<file path="src/rtl/pipe_pkg.sv">
// Shared pipeline definitions: widths, bundle layouts, ALU opcodes and CCR bit indices.
package pipe_pkg;

    localparam int unsigned W        = 16;
    localparam int unsigned D_E_SIZE = 18 + 3 * W;
    localparam int unsigned E_M_SIZE = 8 + 3 * W;
    localparam int unsigned CCR_W    = 3;
    localparam int unsigned OP_W     = 4;
    localparam int unsigned SH_W     = 4;

    // D_E bundle field offsets (LSB positions)
    localparam int unsigned DE_IMM_LSB   = 0;
    localparam int unsigned DE_SHAMT_LSB = W;
    localparam int unsigned DE_RDST_LSB  = W + 4;
    localparam int unsigned DE_RSRC_LSB  = 2 * W + 4;
    localparam int unsigned DE_WB_LSB    = 3 * W + 4;
    localparam int unsigned DE_EX_LSB    = 3 * W + 7;
    localparam int unsigned DE_MEM_LSB   = 3 * W + 13;

    // Bit positions inside the EX control field
    localparam int unsigned EX_EN     = 5;
    localparam int unsigned EX_OP_MSB = 4;
    localparam int unsigned EX_OP_LSB = 1;
    localparam int unsigned EX_SHSEL  = 0;

    localparam int unsigned CCR_Z = 0;
    localparam int unsigned CCR_N = 1;
    localparam int unsigned CCR_C = 2;

    localparam logic [OP_W-1:0] ALU_NOP  = 4'h0;
    localparam logic [OP_W-1:0] ALU_NOT  = 4'h1;
    localparam logic [OP_W-1:0] ALU_INC  = 4'h2;
    localparam logic [OP_W-1:0] ALU_DEC  = 4'h3;
    localparam logic [OP_W-1:0] ALU_ADD  = 4'h4;
    localparam logic [OP_W-1:0] ALU_SUB  = 4'h5;
    localparam logic [OP_W-1:0] ALU_AND  = 4'h6;
    localparam logic [OP_W-1:0] ALU_OR   = 4'h7;
    localparam logic [OP_W-1:0] ALU_SHL  = 4'h8;
    localparam logic [OP_W-1:0] ALU_SHR  = 4'h9;
    localparam logic [OP_W-1:0] ALU_MOV  = 4'hA;
    localparam logic [OP_W-1:0] ALU_LDM  = 4'hB;
    localparam logic [OP_W-1:0] ALU_SETC = 4'hC;
    localparam logic [OP_W-1:0] ALU_CLRC = 4'hD;

    typedef struct packed {
        logic [4:0]    mem;
        logic [5:0]    ex;
        logic [2:0]    wb;
        logic [W-1:0]  rsrc;
        logic [W-1:0]  rdst;
        logic [SH_W-1:0] shamt;
        logic [W-1:0]  imm;
    } de_t;

    typedef struct packed {
        logic [4:0]    mem;
        logic [2:0]    wb;
        logic [W-1:0]  result;
        logic [W-1:0]  rsrc;
        logic [W-1:0]  imm;
    } em_t;

endpackage

</file>
<file path="src/rtl/execute_stage_if.sv">
// Execute-stage bus: D_E bundle and control in, E_M bundle and CCR out.
interface execute_stage_if;
    import pipe_pkg::*;

    logic [D_E_SIZE-1:0] data_in;
    logic                stall;
    logic                flush;
    logic [E_M_SIZE-1:0] data_out;
    logic [CCR_W-1:0]    ccr;

    modport master (output data_in, stall, flush, input data_out, ccr);
    modport slave  (input data_in, stall, flush, output data_out, ccr);
endinterface

</file>
<file path="src/rtl/Register.sv">
// Generic register with synchronous reset, synchronous clear and load enable.
module Register #(
    parameter int unsigned WIDTH = 1
) (
    input  logic             clk,
    input  logic             rst,
    input  logic             en,
    input  logic             clr,
    input  logic [WIDTH-1:0] d,
    output logic [WIDTH-1:0] q
);

    always_ff @(posedge clk) begin
        if (rst)      q <= '0;
        else if (clr) q <= '0;
        else if (en)  q <= d;
    end

endmodule

</file>
<file path="src/rtl/alu16.sv">
// Combinational ALU/shifter; flag_we marks which CCR bits the op updates.
module alu16 import pipe_pkg::*; (
    input  logic [W-1:0]     a,
    input  logic [W-1:0]     b,
    input  logic [W-1:0]     imm,
    input  logic [OP_W-1:0]  op,
    input  logic [SH_W-1:0]  s,
    input  logic             c_in,
    output logic [W-1:0]     result,
    output logic             z,
    output logic             n,
    output logic             c,
    output logic [CCR_W-1:0] flag_we
);

    logic [W:0] wide;
    logic       nz_we;
    logic       c_we;

    always_comb begin
        wide   = '0;
        result = a;
        c      = c_in;
        nz_we  = 1'b0;
        c_we   = 1'b0;
        case (op)
            ALU_NOT: begin
                result = ~a;
                nz_we  = 1'b1;
            end
            ALU_INC: begin
                wide   = {1'b0, a} + (W+1)'(1);
                result = wide[W-1:0];
                c      = wide[W];
                nz_we  = 1'b1;
                c_we   = 1'b1;
            end
            ALU_DEC: begin
                // Bit W of the W+1-bit difference is the borrow (a == 0)
                wide   = {1'b0, a} - (W+1)'(1);
                result = wide[W-1:0];
                c      = wide[W];
                nz_we  = 1'b1;
                c_we   = 1'b1;
            end
            ALU_ADD: begin
                wide   = {1'b0, a} + {1'b0, b};
                result = wide[W-1:0];
                c      = wide[W];
                nz_we  = 1'b1;
                c_we   = 1'b1;
            end
            ALU_SUB: begin
                wide   = {1'b0, a} - {1'b0, b};
                result = wide[W-1:0];
                c      = wide[W];
                nz_we  = 1'b1;
                c_we   = 1'b1;
            end
            ALU_AND: begin
                result = a & b;
                nz_we  = 1'b1;
            end
            ALU_OR: begin
                result = a | b;
                nz_we  = 1'b1;
            end
            ALU_SHL: begin
                nz_we = 1'b1;
                if (s != '0) begin
                    // Bit W catches a[W-s], the last bit shifted out
                    wide   = {1'b0, a} << s;
                    result = wide[W-1:0];
                    c      = wide[W];
                    c_we   = 1'b1;
                end
            end
            ALU_SHR: begin
                nz_we = 1'b1;
                if (s != '0) begin
                    // Bit 0 catches a[s-1], the last bit shifted out
                    wide   = {a, 1'b0} >> s;
                    result = wide[W:1];
                    c      = wide[0];
                    c_we   = 1'b1;
                end
            end
            ALU_MOV:  result = b;
            ALU_LDM:  result = imm;
            ALU_SETC: begin
                c    = 1'b1;
                c_we = 1'b1;
            end
            ALU_CLRC: begin
                c    = 1'b0;
                c_we = 1'b1;
            end
            default: result = a;
        endcase
    end

    assign z = (result == '0);
    assign n = result[W-1];

    always_comb begin
        flag_we        = '0;
        flag_we[CCR_Z] = nz_we;
        flag_we[CCR_N] = nz_we;
        flag_we[CCR_C] = c_we;
    end

endmodule

</file>
<file path="src/rtl/execute_stage.sv">
// Execute stage: ALU between the D_E slices and the E_M buffer, plus the CCR.
module execute_stage import pipe_pkg::*; (
    input  logic           clk,
    input  logic           rst,
    execute_stage_if.slave bus
);

    de_t              de;
    em_t              em_next;
    logic [OP_W-1:0]  op_eff;
    logic [SH_W-1:0]  shift_amt;
    logic [W-1:0]     alu_result;
    logic             alu_z;
    logic             alu_n;
    logic             alu_c;
    logic [CCR_W-1:0] flag_we;
    logic [CCR_W-1:0] flag_val;
    logic [CCR_W-1:0] ccr_next;

    assign de = de_t'(bus.data_in);

    // A disabled ALU behaves as NOP: result = Rdst, flags untouched
    assign op_eff    = de.ex[EX_EN] ? de.ex[EX_OP_MSB:EX_OP_LSB] : ALU_NOP;
    assign shift_amt = de.ex[EX_SHSEL] ? de.shamt : de.rsrc[SH_W-1:0];

    alu16 u_alu (
        .a       (de.rdst),
        .b       (de.rsrc),
        .imm     (de.imm),
        .op      (op_eff),
        .s       (shift_amt),
        .c_in    (bus.ccr[CCR_C]),
        .result  (alu_result),
        .z       (alu_z),
        .n       (alu_n),
        .c       (alu_c),
        .flag_we (flag_we)
    );

    always_comb begin
        flag_val        = '0;
        flag_val[CCR_Z] = alu_z;
        flag_val[CCR_N] = alu_n;
        flag_val[CCR_C] = alu_c;
        ccr_next        = bus.ccr;
        for (int i = 0; i < int'(CCR_W); i++) begin
            if (flag_we[i]) ccr_next[i] = flag_val[i];
        end
    end

    always_comb begin
        em_next        = '0;
        em_next.mem    = de.mem;
        em_next.wb     = de.wb;
        em_next.result = alu_result;
        em_next.rsrc   = de.rsrc;
        em_next.imm    = de.imm;
    end

    Register #(.WIDTH(E_M_SIZE)) u_em_reg (
        .clk (clk),
        .rst (rst),
        .en  (~bus.stall),
        .clr (bus.flush),
        .d   (em_next),
        .q   (bus.data_out)
    );

    // Flush inserts a bubble but must not disturb the flags
    Register #(.WIDTH(CCR_W)) u_ccr_reg (
        .clk (clk),
        .rst (rst),
        .en  (~bus.stall & ~bus.flush),
        .clr (1'b0),
        .d   (ccr_next),
        .q   (bus.ccr)
    );

endmodule

</file>
<file path="src/flat_wrapper.sv">
// flat-port wrapper written by rule: the top's interface ports become plain ports
module execute_stage_flat import pipe_pkg::*;
  (clk, rst, bus_data_in, bus_stall, bus_flush, bus_data_out, bus_ccr);
  execute_stage_if bus_i ();
  input  logic clk;
  input  logic rst;
  input wire logic [$bits(bus_i.data_in)-1:0] bus_data_in;
  input wire logic [$bits(bus_i.stall)-1:0] bus_stall;
  input wire logic [$bits(bus_i.flush)-1:0] bus_flush;
  output wire logic [$bits(bus_i.data_out)-1:0] bus_data_out;
  output wire logic [$bits(bus_i.ccr)-1:0] bus_ccr;
  assign bus_i.data_in = bus_data_in;
  assign bus_i.stall = bus_stall;
  assign bus_i.flush = bus_flush;
  assign bus_data_out = bus_i.data_out;
  assign bus_ccr = bus_i.ccr;
  execute_stage u_core (.clk(clk), .rst(rst), .bus(bus_i));
endmodule
</file>
<file path="config.mk">
export PLATFORM = sky130hd
export DESIGN_NAME = execute_stage_flat
export DESIGN_NICKNAME = d
export VERILOG_FILES = /design/src/rtl/pipe_pkg.sv /design/src/rtl/execute_stage_if.sv /design/src/rtl/Register.sv /design/src/rtl/alu16.sv /design/src/rtl/execute_stage.sv /design/src/flat_wrapper.sv
export SDC_FILE = /design/constraint.sdc
export NUM_CORES = 1
export LEC_CHECK = 0
export ABC_AREA = 1
export BUFFER_PORTS_ARGS = -buffer_cell sky130_fd_sc_hd__buf_4
export CAP_MARGIN = 40
export CORE_UTILIZATION = 45
export CTS_BUF_LIST = sky130_fd_sc_hd__clkbuf_8 sky130_fd_sc_hd__clkbuf_16
export CTS_CLUSTER_SIZE = 8
export DETAILED_ROUTE_END_ITERATION = 8
export PLACE_DENSITY = 0.63
export SYNTH_ARGS = -nofsm -noshare
export SYNTH_HDL_FRONTEND = slang
export SYNTH_HIERARCHICAL = 1
export SYNTH_SLANG_ARGS = --single-unit
</file>
<file path="constraint.sdc">
create_clock -name clk -period 3.3 [get_ports clk]
set_input_delay 0.66 -clock clk [delete_from_list [all_inputs] [get_ports clk]]
set_output_delay 0.66 -clock clk [all_outputs]
set_load 0.005 [all_outputs]
</file>
## Yosys cells after proc, flatten, opt, wreduce, memory -nomap -nowiden

Cells that the tools add are included.

- Bits of input ports: 70
- Bits in registers: 59
- Bits in writable memories: 0
- ROM bits: 0
- Bits in latches: 0
- Memories: 0
- Output and inout port bits: 59
- Logic and storage cells: 50

- Multiplexer cells: 11
- Equality and inequality tests: 15
- Bitwise gates (word level): 6
- Multipliers: 0
- Divide/modulo/power cells: 0
- Add/subtract/negate cells: 4
- Reduce and logical (&&, ||, !) cells: 9
- Shift operators: 2
- $lt $le $gt $ge: 0

Operators by type and width:

| kind | number |
|---|---|
| $pmux W16 S11 | 1 |
| $mux W16 | 2 |
| $eq A4 B4 Y1 const B | 6 |
| $add A16 B1 Y17 const B | 1 |
| $add A16 B16 Y17 | 1 |
| $shl A16 B4 Y17 | 1 |
| $shr A17 B4 Y17 | 1 |
| $sub A16 B1 Y17 const B | 1 |
| $sub A16 B16 Y17 | 1 |
| $and A16 B16 Y16 | 1 |
| $eq A4 B3 Y1 const B | 4 |
| $logic_not A16 Y1 | 1 |
| $not A16 Y16 | 1 |
| $or A16 B16 Y16 | 1 |
| $reduce_or A9 Y1 | 1 |
| $eq A4 B2 Y1 const B | 2 |
| $mux W4 | 2 |
| $pmux W1 S8 | 1 |
| $reduce_bool A8 Y1 | 1 |
| $reduce_or A6 Y1 | 1 |
| $reduce_and A5 Y1 | 1 |
| $eq A4 B1 Y1 const B | 1 |
| $mux W1 | 4 |
| $ne A2 B2 Y1 const B | 2 |
| 6 further kinds | 8 |

## Logic depth before layout (Yosys ltp)

Gate-level depths: netlist (run 1).

- Word-level depth: 5
- Depth in mapped cells: 27
- Mapped depth without buffers: 25

## By module

Netlist (run 1), hierarchy kept.

Modules (own cells, without submodules):

| module | times used | area an instance (um2) | cells each |
|---|---|---|---|
| alu16 | 1 | 5,769.3 | 1,184 |
| Register (u_core.u_em_reg) | 1 | 2,296.0 | 355 |
| execute_stage | 1 | 135.1 | 36 |
| Register (u_core.u_ccr_reg) | 1 | 122.6 | 19 |

## Worst setup path before layout (run 1)

OpenSTA, ideal clock, no wires.

- Path type: input to register
- From: in bus_data_in[22]
- To: reg u_core.u_ccr_reg.q[0]
- Setup time: 0.064 ns
- Stages: 23
- Required time: 3.236 ns
- Arrival: 2.725 ns
- Setup slack: 0.511 ns
- Path through: buf_2 clkinv_2 ha_1 or2_2 nand3b_1 nand2_1 nand2_1 nand3_1 nand2_1 nor2_1 nor2_1 nand2_1 nand2_1 nand2_1 nor2_1 nand3_1 nor2_1 nand2_1 nand2_1 inv_1 nand2_1 nand2_1 nor2_1

- Longest elaborated chain between the ends: 4

RTL lines:

| element | RTL line | RTL |
|---|---|---|
| from (decl) | flat_wrapper.sv:7 | `input wire logic [$bits(bus_i.data_in)-1:0] bus_data_in;` |
| parallel branches: the longest is 2 deep, another holds $sub A16 B16 Y17 | -- |  |
| $pmux W16 S11 (*) | alu16.sv:26 | `case (op)` |
| net u_core.alu_result[9] | execute_stage.sv:12 | `logic [W-1:0] alu_result;` |
| $logic_not A16 Y1 (*) | alu16.sv:102 | `assign z = (result == '0);` |
| net u_core.alu_z | execute_stage.sv:13 | `logic alu_z;` |
| to (signal assigned) | Register.sv:14 | `if (rst) q <= '0;` |
| to (signal assigned) | Register.sv:15 | `else if (clr) q <= '0;` |
| to (signal assigned) | Register.sv:16 | `else if (en) q <= d;` |
| to (decl) | Register.sv:10 | `output logic [WIDTH-1:0] q` |

Mark *: on every way through the listed nets, which the timed path passes.
A chain may end at the register's enable or synchronous reset.

## Worst setup path in the final report (run 1)

- From: in bus_data_in[20]
- To: reg u_core.u_ccr_reg.q[0]

The elaborated chain is that of the path after synthesis.

==> flow_summary.rst, run 1 <==
.. list-table::
   :header-rows: 1

   * - Metric
     - Value
   * - Cell Area, Synth
     - 8320 um^2
   * - Hold Path Class
     - register to register
   * - Slew at the pin closest to its max-slew limit
     - 0.644 ns
   * - Die boundary width
     - 138 um
   * - Via count
     - 11129
   * - Number of clock buffers inserted by TritonCTS
     - 9
   * - Final setup violation count
     - 0
   * - Reported max-cap violation count
     - 0
   * - Main flop type after synthesis
     - dfxtp_1
   * - Drt wl/cell
     - 17.8 um
   * - Worst setup SP type
     - input pin
   * - Post-route clock skew
     - 0 ns
   * - HPWL after DPL
     - 29.7 mm
   * - Wire length of the first global-routing pass
     - 56.4 mm
   * - Avg Cell Area, Syn
     - 5.22 um^2
   * - Number of buffers and inverters on the critical path
     - 4
   * - Final ANT Viol Nets
     - 0
   * - Worst setup path startpoint
     - bus_data_in[20]
   * - Total die area
     - 19000 um^2
   * - Number of antenna violations at the first check in global routing
     - 0
   * - Shortest period the worst path allows
     - 3.09 ns
   * - Count of buffers inserted at the top-level ports
     - 128
   * - Maximum buffer depth of the clock tree
     - 2
   * - CTS root buf
     - clkbuf_16
   * - Congestion Overflow GR
     - 0
   * - Die span in y
     - 138 um
   * - Post-synthesis async set-or-reset flop share
     - 0%
   * - Logic depth of the worst register-to-register path
     - 10
   * - Share of post-route cells with drive strength above 1
     - 18.2%
   * - Number of flops mapped to enable cells by yosys
     - 0
   * - Most frequent cell on the critical path
     - nand2_1
   * - Vias in the first global route
     - 10472
   * - Post-placement setup slack
     - -0.0846 ns
   * - Number of synthesized register bits
     - 59
   * - Largest fanout of any net on the critical path
     - 4
   * - Layout overhead on the synthesized area
     - 28.8%
   * - Placer's final routability congestion estimate
     - 1.10
   * - Initial standard-cell utilization of the core
     - 46.2%
   * - Kind of critical path
     - input pin to register
   * - Most used cells in the layout excluding fill and tap cells
     - nand2_1 (544), buf_4 (267), nor2_1 (237)
   * - CTS tree
     - built
   * - Number of cells produced by synthesis
     - 1594
   * - Status
     - finished clean
   * - Critical path endpoint category
     - register
   * - Clock Sink Count
     - 59
   * - Tcrit/Tclk final
     - 93.7%
   * - Vias per std cell
     - 5.44
   * - Synthesized Nets
     - 1722
   * - Clock transition at the register clock pins on the worst setup and hold paths after CTS
     - 0.05 ns
   * - Maximum number of pins on one net before global-route repair
     - 64
   * - Overall fraction of global-route tracks in use
     - 37.7%
   * - Slew Limit Fails
     - 0
   * - Worst EP required
     - 3.56 ns
   * - Number of hold buffers added after CTS
     - 0
   * - DR DRC count
     - 0
   * - Most common cell after layout, fill and taps aside
     - nand2_1
   * - Distinct cell type count of the synthesized netlist
     - 43
   * - H-tree depth reported by CTS
     - 3
   * - Drt first pass iters
     - 7
   * - Share of the yosys chip area belonging to registers
     - 14.2%
   * - Clock insertion delay at the later pin of the skew report
     - 0.32 ns
   * - Headroom to the max-slew limit
     - 57.1%
   * - CP max stage delay
     - 0.40 ns
   * - Post-Route WL
     - 36.4 mm
   * - Crit path setup slack, layout
     - 0.208 ns
   * - Beginning of the worst hold path
     - u_core/u_em_reg/q[18]$_SDFFE_PP0P_
   * - Cell area power density
     - 300 nW/um^2
   * - Total number of nets in the final design
     - 1941
   * - Post-DP Area
     - 10400 um^2
   * - Leakage Power
     - 6.04 nW
   * - Data arrival time of the critical path
     - 3.35 ns
   * - Worst-case hold slack
     - 0.468 ns
   * - Cell type group with the largest total delay on the critical path
     - simple AND/OR/NAND/NOR gates
   * - Startpoint of the worst register-to-register path
     - u_core/u_ccr_reg/q[2]$_SDFFE_PP0P_
   * - Final Hold Vio Count
     - 0
   * - Cell count along the critical path
     - 25
   * - Design area
     - 10700 um^2
   * - Yosys warns
     - 6
   * - Detailed Route Iter0 Violations
     - 1026
   * - Standard cell with the maximum stage delay on the critical path
     - fa_1
   * - Core area
     - 18000 um^2
   * - Number of diodes
     - 0
   * - Post-route core utilization
     - 59.5%
   * - Number of rows in the core area
     - 49
   * - Power, Total
     - 3.22 mW
   * - Number of top-level pins
     - 129
   * - WHS Path Cells
     - 2
   * - Highest ir drop seen on vdd
     - 0.000283 V
   * - Upper clock frequency limit
     - 323 MHz
Yosys cell counts (2+ instances only):
library cell,instances,area share (%)
o21ai_1,9,0.54
inv_2,7,0.32
nor3_1,14,0.84
a21oi_1,47,2.8
o21ai_0,37,2.2
a31oi_1,3,0.23
nor2_1,238,11
nand2_1,545,25
nand3_1,216,13
o21bai_1,3,0.27
nand4_1,20,1.5
buf_4,12,1.1
ha_1,56,8.4
and2_1,4,0.30
o22ai_1,6,0.45
nand2_2,4,0.30
fa_1,2,0.48
nor2_2,7,0.53
nand2_4,3,0.41
buf_6,7,0.95
clkbuf_1,3,0.14
buf_1,3,0.14
o2111ai_1,3,0.32
a211oi_1,3,0.27
inv_4,3,0.23
inv_1,209,9.4
nand3_4,3,0.63
o211ai_1,5,0.45
buf_2,41,2.5
or2_2,5,0.38
o221ai_1,4,0.42
dfxtp_1,59,14
clkbuf_2,2,0.12
nand3b_1,2,0.18
power by group:
part	total, mW	switching, mW	internal (mW)
Clock	0.969	0.318	0.651
Sequential	0.762	0.0170	0.745
Combinational	1.48	0.909	0.575
stage by stage:
step           TNS [ns]  std cells
4_1_cts               0       2047
3_3_place_gp    -0.0835       2031
6_report              0       2047
2_1_floorplan         0       1594
3_5_place_dp    -0.0846       2031
5_1_grt         -0.0244       2047
registers in the layout, indices dropped and copies added (netlist names):
| name | cells |
|---|---|
| u_core/u_em_reg/q | 56 |
| u_core/u_ccr_reg/q | 3 |
timing repair:
item                                    4_1_cts  5_1_grt
buffers inserted                              0        0
endpoints found under the setup margin        0        1
resized for setup                             0        5
worst register-to-register path, cell delays in order, from the launching register on:
cell and delay (ns):
dfxtp_1 0.35, nand3_1 0.10, nand2_1 0.06, a211oi_1 0.21, a41oi_1 0.16, nand2_1 0.09
nand2_1 0.05, inv_1 0.05, nand2_1 0.04, nand2_1 0.07, nor2_1 0.04
path summary, 6_finish.rpt:
| path | slack [ns] | to |
|---|---|---|
| setup / recovery | 0.21 | u_core/u_ccr_reg/q[0]$_SDFFE_PP0P_ |
| hold / removal | 0.47 | u_core/u_em_reg/q[18]$_SDFFE_PP0P_ |
| setup reg to reg | 1.99 | u_core/u_ccr_reg/q[2]$_SDFFE_PP0P_ |
| hold reg to reg | 0.47 | u_core/u_em_reg/q[18]$_SDFFE_PP0P_ |
routing by layer:
layer,vias up,global-route usage (%),share of wire (%)
met5,-,0,0
met3,133,7.31,9.5
li1,5426,-,-
met1,5004,47.3,40
met4,0,24.0,7.0
met2,566,59.2,43
final cells by class:
| type | count | area [um^2] |
|---|---|---|
| Clock buffer | 9 | 225 |
| Inverter | 221 | 840 |
| Multi-Input combinational cell | 1246 | 5920 |
| Sequential cell | 59 | 1180 |
| Clock inverter | 7 | 83.8 |
| Fill cell | 1930 | 7300 |
| Timing Repair Buffer | 276 | 2180 |
| Tap cell | 229 | 287 |
cell families after synthesis:
| logic type | after synthesis | share of synthesized area, % |
|---|---|---|
| XOR/XNOR | 1 | 0.105 |
| adder cells (fa/ha/maj) | 58 | 8.90 |
| flip-flops | 59 | 14.2 |
| AO/OA/AOI/OAI | 123 | 8.28 |
| AND/OR/NAND/NOR | 1063 | 53.5 |
| buffers and inverters | 289 | 15.0 |
| other | 1 | 0.0451 |
No activity file was read; power rests on OpenSTA's default activity.
==> run 2: changes to the inputs <==
==> constraint.sdc (replaced) <==
create_clock -name clk -period 3.7 [get_ports clk]
set_input_delay 0.37 -clock clk [delete_from_list [all_inputs] [get_ports clk]]
set_output_delay 0.37 -clock clk [all_outputs]
set_load 0.005 [all_outputs]
==> flow_summary.rst, run 2 (synthesis results as in run 1) <==
.. list-table::
   :header-rows: 1

   * - Metric
     - Value
   * - Number of rows in the core area
     - 49
   * - Final setup violation count
     - 0
   * - Final Hold Vio Count
     - 0
   * - Kind of critical path
     - input pin to register
   * - Final ANT Viol Nets
     - 0
   * - Number of hold buffers added after CTS
     - 0
   * - Post_cts resized
     - 0
   * - Worst setup SP type
     - input pin
   * - Clock Sink Count
     - 59
   * - Die boundary width
     - 138 um
   * - HPWL after DPL
     - 28.2 mm
   * - Hold Path Class
     - input pin to register
   * - Die span in y
     - 138 um
   * - CTS tree
     - built
   * - Crit-path cells
     - buf_4, nand2_1, inv_1, inv_1, ha_1, nand3_1, buf_4, o21ai_0, nor2_1, nand3_1, nor2_1, nand2_1, a21oi_1, nand3_1, nor2_1, nand3_1, nor2_1, nand2_1, nand2_1, inv_1, nand2_1, nand2_1, nor2_1
   * - Flip-flop count of the largest register, all copies and words added
     - 56
   * - Combined area of the multi-input logic cells
     - 5900 um^2
   * - Drt wl/cell
     - 18.4 um
   * - Register Area
     - 1180 um^2
   * - Maximum buffer depth of the clock tree
     - 2
   * - Clock transition at the register clock pins on the worst setup and hold paths after CTS
     - 0.05 ns
   * - Upper clock frequency limit
     - 321 MHz
   * - Drt first pass iters
     - 6
   * - Status
     - finished clean
   * - Count of placed standard cells including taps
     - 1905
   * - Standard cell with the maximum stage delay on the critical path
     - nand3_1
   * - Post-Route WL
     - 35.3 mm
   * - Filler-free cell count of the finished design
     - 1920
   * - Worst EP required
     - 3.92 ns
   * - Number of antenna violations at the first check in global routing
     - 0
   * - Post-DP Area
     - 9340 um^2
   * - CTS root buf
     - clkbuf_16
   * - Clock insertion delay at the later pin of the skew report
     - 0.32 ns
   * - Congestion Overflow GR
     - 0
   * - Via count
     - 10661
   * - Part of the total power dissipated in combinational logic
     - 43.3%
   * - Highest ir drop seen on vdd
     - 0.000279 V
   * - Maximum number of pins on one net before global-route repair
     - 67
   * - Count of buffers inserted at the top-level ports
     - 128
   * - Overall fraction of global-route tracks in use
     - 35.9%
   * - Switch share
     - 40.3%
   * - Internal
     - 1.58 mW
   * - Number of clock buffers inserted by TritonCTS
     - 9
   * - Number of diodes
     - 0
   * - Fillers
     - 1991
   * - Number of buffers and inverters on the critical path
     - 5
   * - Leakage Power
     - 5.38 nW
   * - Cell type group with the largest total delay on the critical path
     - simple AND/OR/NAND/NOR gates
   * - Design area
     - 9630 um^2
   * - Biggest regs
     - u_core/u_em_reg/q: 56 flops, u_core/u_ccr_reg/q: 3 flops
   * - Most common cell after layout, fill and taps aside
     - nand2_1
   * - Wire length of the first global-routing pass
     - 53.4 mm
   * - Post-route clock skew
     - 0 ns
   * - H-tree depth reported by CTS
     - 3
   * - Slew at the pin closest to its max-slew limit
     - 0.828 ns
   * - Shortest period the worst path allows
     - 3.12 ns
   * - Most used cells in the layout excluding fill and tap cells
     - nand2_1 (545), nor2_1 (237), nand3_1 (216)
   * - Clock share of power
     - 31.0%
   * - Most flops, register
     - u_core/u_em_reg/q
   * - Vias per std cell
     - 5.55
   * - DR DRC count
     - 0
   * - Slew Limit Fails
     - 0
   * - Core area
     - 18000 um^2
   * - Vias in the first global route
     - 9521
   * - Critical path endpoint category
     - register
   * - Post-CTS Setup Inserts
     - 0
   * - Unrepaired setup endpoints after global routing
     - false
   * - Layout overhead on the synthesized area
     - 15.7%
   * - Total number of nets in the final design
     - 1815
   * - Reported max-cap violation count
     - 0
   * - Total die area
     - 19000 um^2
   * - Number of top-level pins
     - 129
   * - Most frequent cell on the critical path
     - nand2_1
   * - Tcrit/Tclk final
     - 84.3%
   * - Initial standard-cell utilization of the core
     - 46.2%
   * - P_sw
     - 1.06 mW
   * - Largest fanout of any net on the critical path
     - 12
   * - Data arrival time of the critical path
     - 3.34 ns
   * - Worst-case hold slack
     - 0.329 ns
   * - Placer's final routability congestion estimate
     - 1.05
   * - Detailed Route Iter0 Violations
     - 1187
   * - Headroom to the max-slew limit
     - 44.7%
   * - Share of power burned in registers
     - 25.8%
   * - Cell area power density
     - 274 nW/um^2
   * - CP max stage delay
     - 0.58 ns
   * - Share of post-route cells with drive strength above 1
     - 11.7%
   * - Setup TNS
     - 0 ns
-- run 2: cell types whose count changed in the layout (fill, tap and decap cells not counted), moves of 2 or more --
cell / previous run / this run
clkbuf_8: 0 / 2
a21oi_2: 2 / 0
buf_4: 267 / 150
buf_12: 9 / 0
clkinv_2: 6 / 3
a21oi_1: 45 / 47
-- run 2: metrics by stage --
stage                     setup slack [ns]  utilization, %  power (mW)
after floorplan                       1.20               -        1.42
after global placement               0.320            51.8        1.80
after detailed placement             0.344            51.8        1.80
after CTS                            0.678            53.4        2.63
after global routing                 0.396            53.4        2.80
final                                0.580            53.4        2.64
-- run 2: path summary, 6_finish.rpt --
path	startpoint	endpoint	slack [ns]	depth (start not counted)
max	bus_data_in[60]	u_core/u_ccr_reg/q[0]$_SDFFE_PP0P_	0.58	23
min reg2reg	u_core/u_em_reg/q[20]$_SDFFE_PP0P_	u_core/u_em_reg/q[20]$_SDFFE_PP0P_	0.47	2
min	rst	u_core/u_ccr_reg/q[0]$_SDFFE_PP0P_	0.33	4
max reg2reg	u_core/u_ccr_reg/q[2]$_SDFFE_PP0P_	u_core/u_ccr_reg/q[2]$_SDFFE_PP0P_	2.43	10
-- run 2: layout make-up --
type	count	area share, %
multi-input combinational	1246	61.3
tap	229	2.97
clock buffer	11	2.62
inverter	221	8.72
clock inverter	4	0.442
timing repair buffer	150	11.7
sequential	59	12.3
-- run 2: power by group through the flow --
stage / sequential (mW) / clock, mW / combinational, mW
2_1_floorplan: 0.694 / 0 / 0.728
6_report: 0.680 / 0.819 / 1.14
5_1_grt: 0.683 / 0.865 / 1.25
3_3_place_gp: 0.692 / 0 / 1.11
3_5_place_dp: 0.693 / 0 / 1.11
4_1_cts: 0.680 / 0.835 / 1.11
-- run 2: routing by layer --
layer | wire, um | GRT usage (%) | vias up
met1 | 14300 | 46.8 | 4761
met2 | 15400 | 56.3 | 609
met4 | 1920 | 19.0 | 0
li1 | - | - | 5184
met3 | 3640 | 6.51 | 107
met5 | 0 | 0 | -
-- run 2: worst register-to-register path: cells and delay by family, from the launching register on --
family	cells	cell delay [ns]
and+or+nand+nor	7	0.42
DFF	1	0.35
AOI/OAI and AO/OA	2	0.34
buffers and inverters	1	0.05
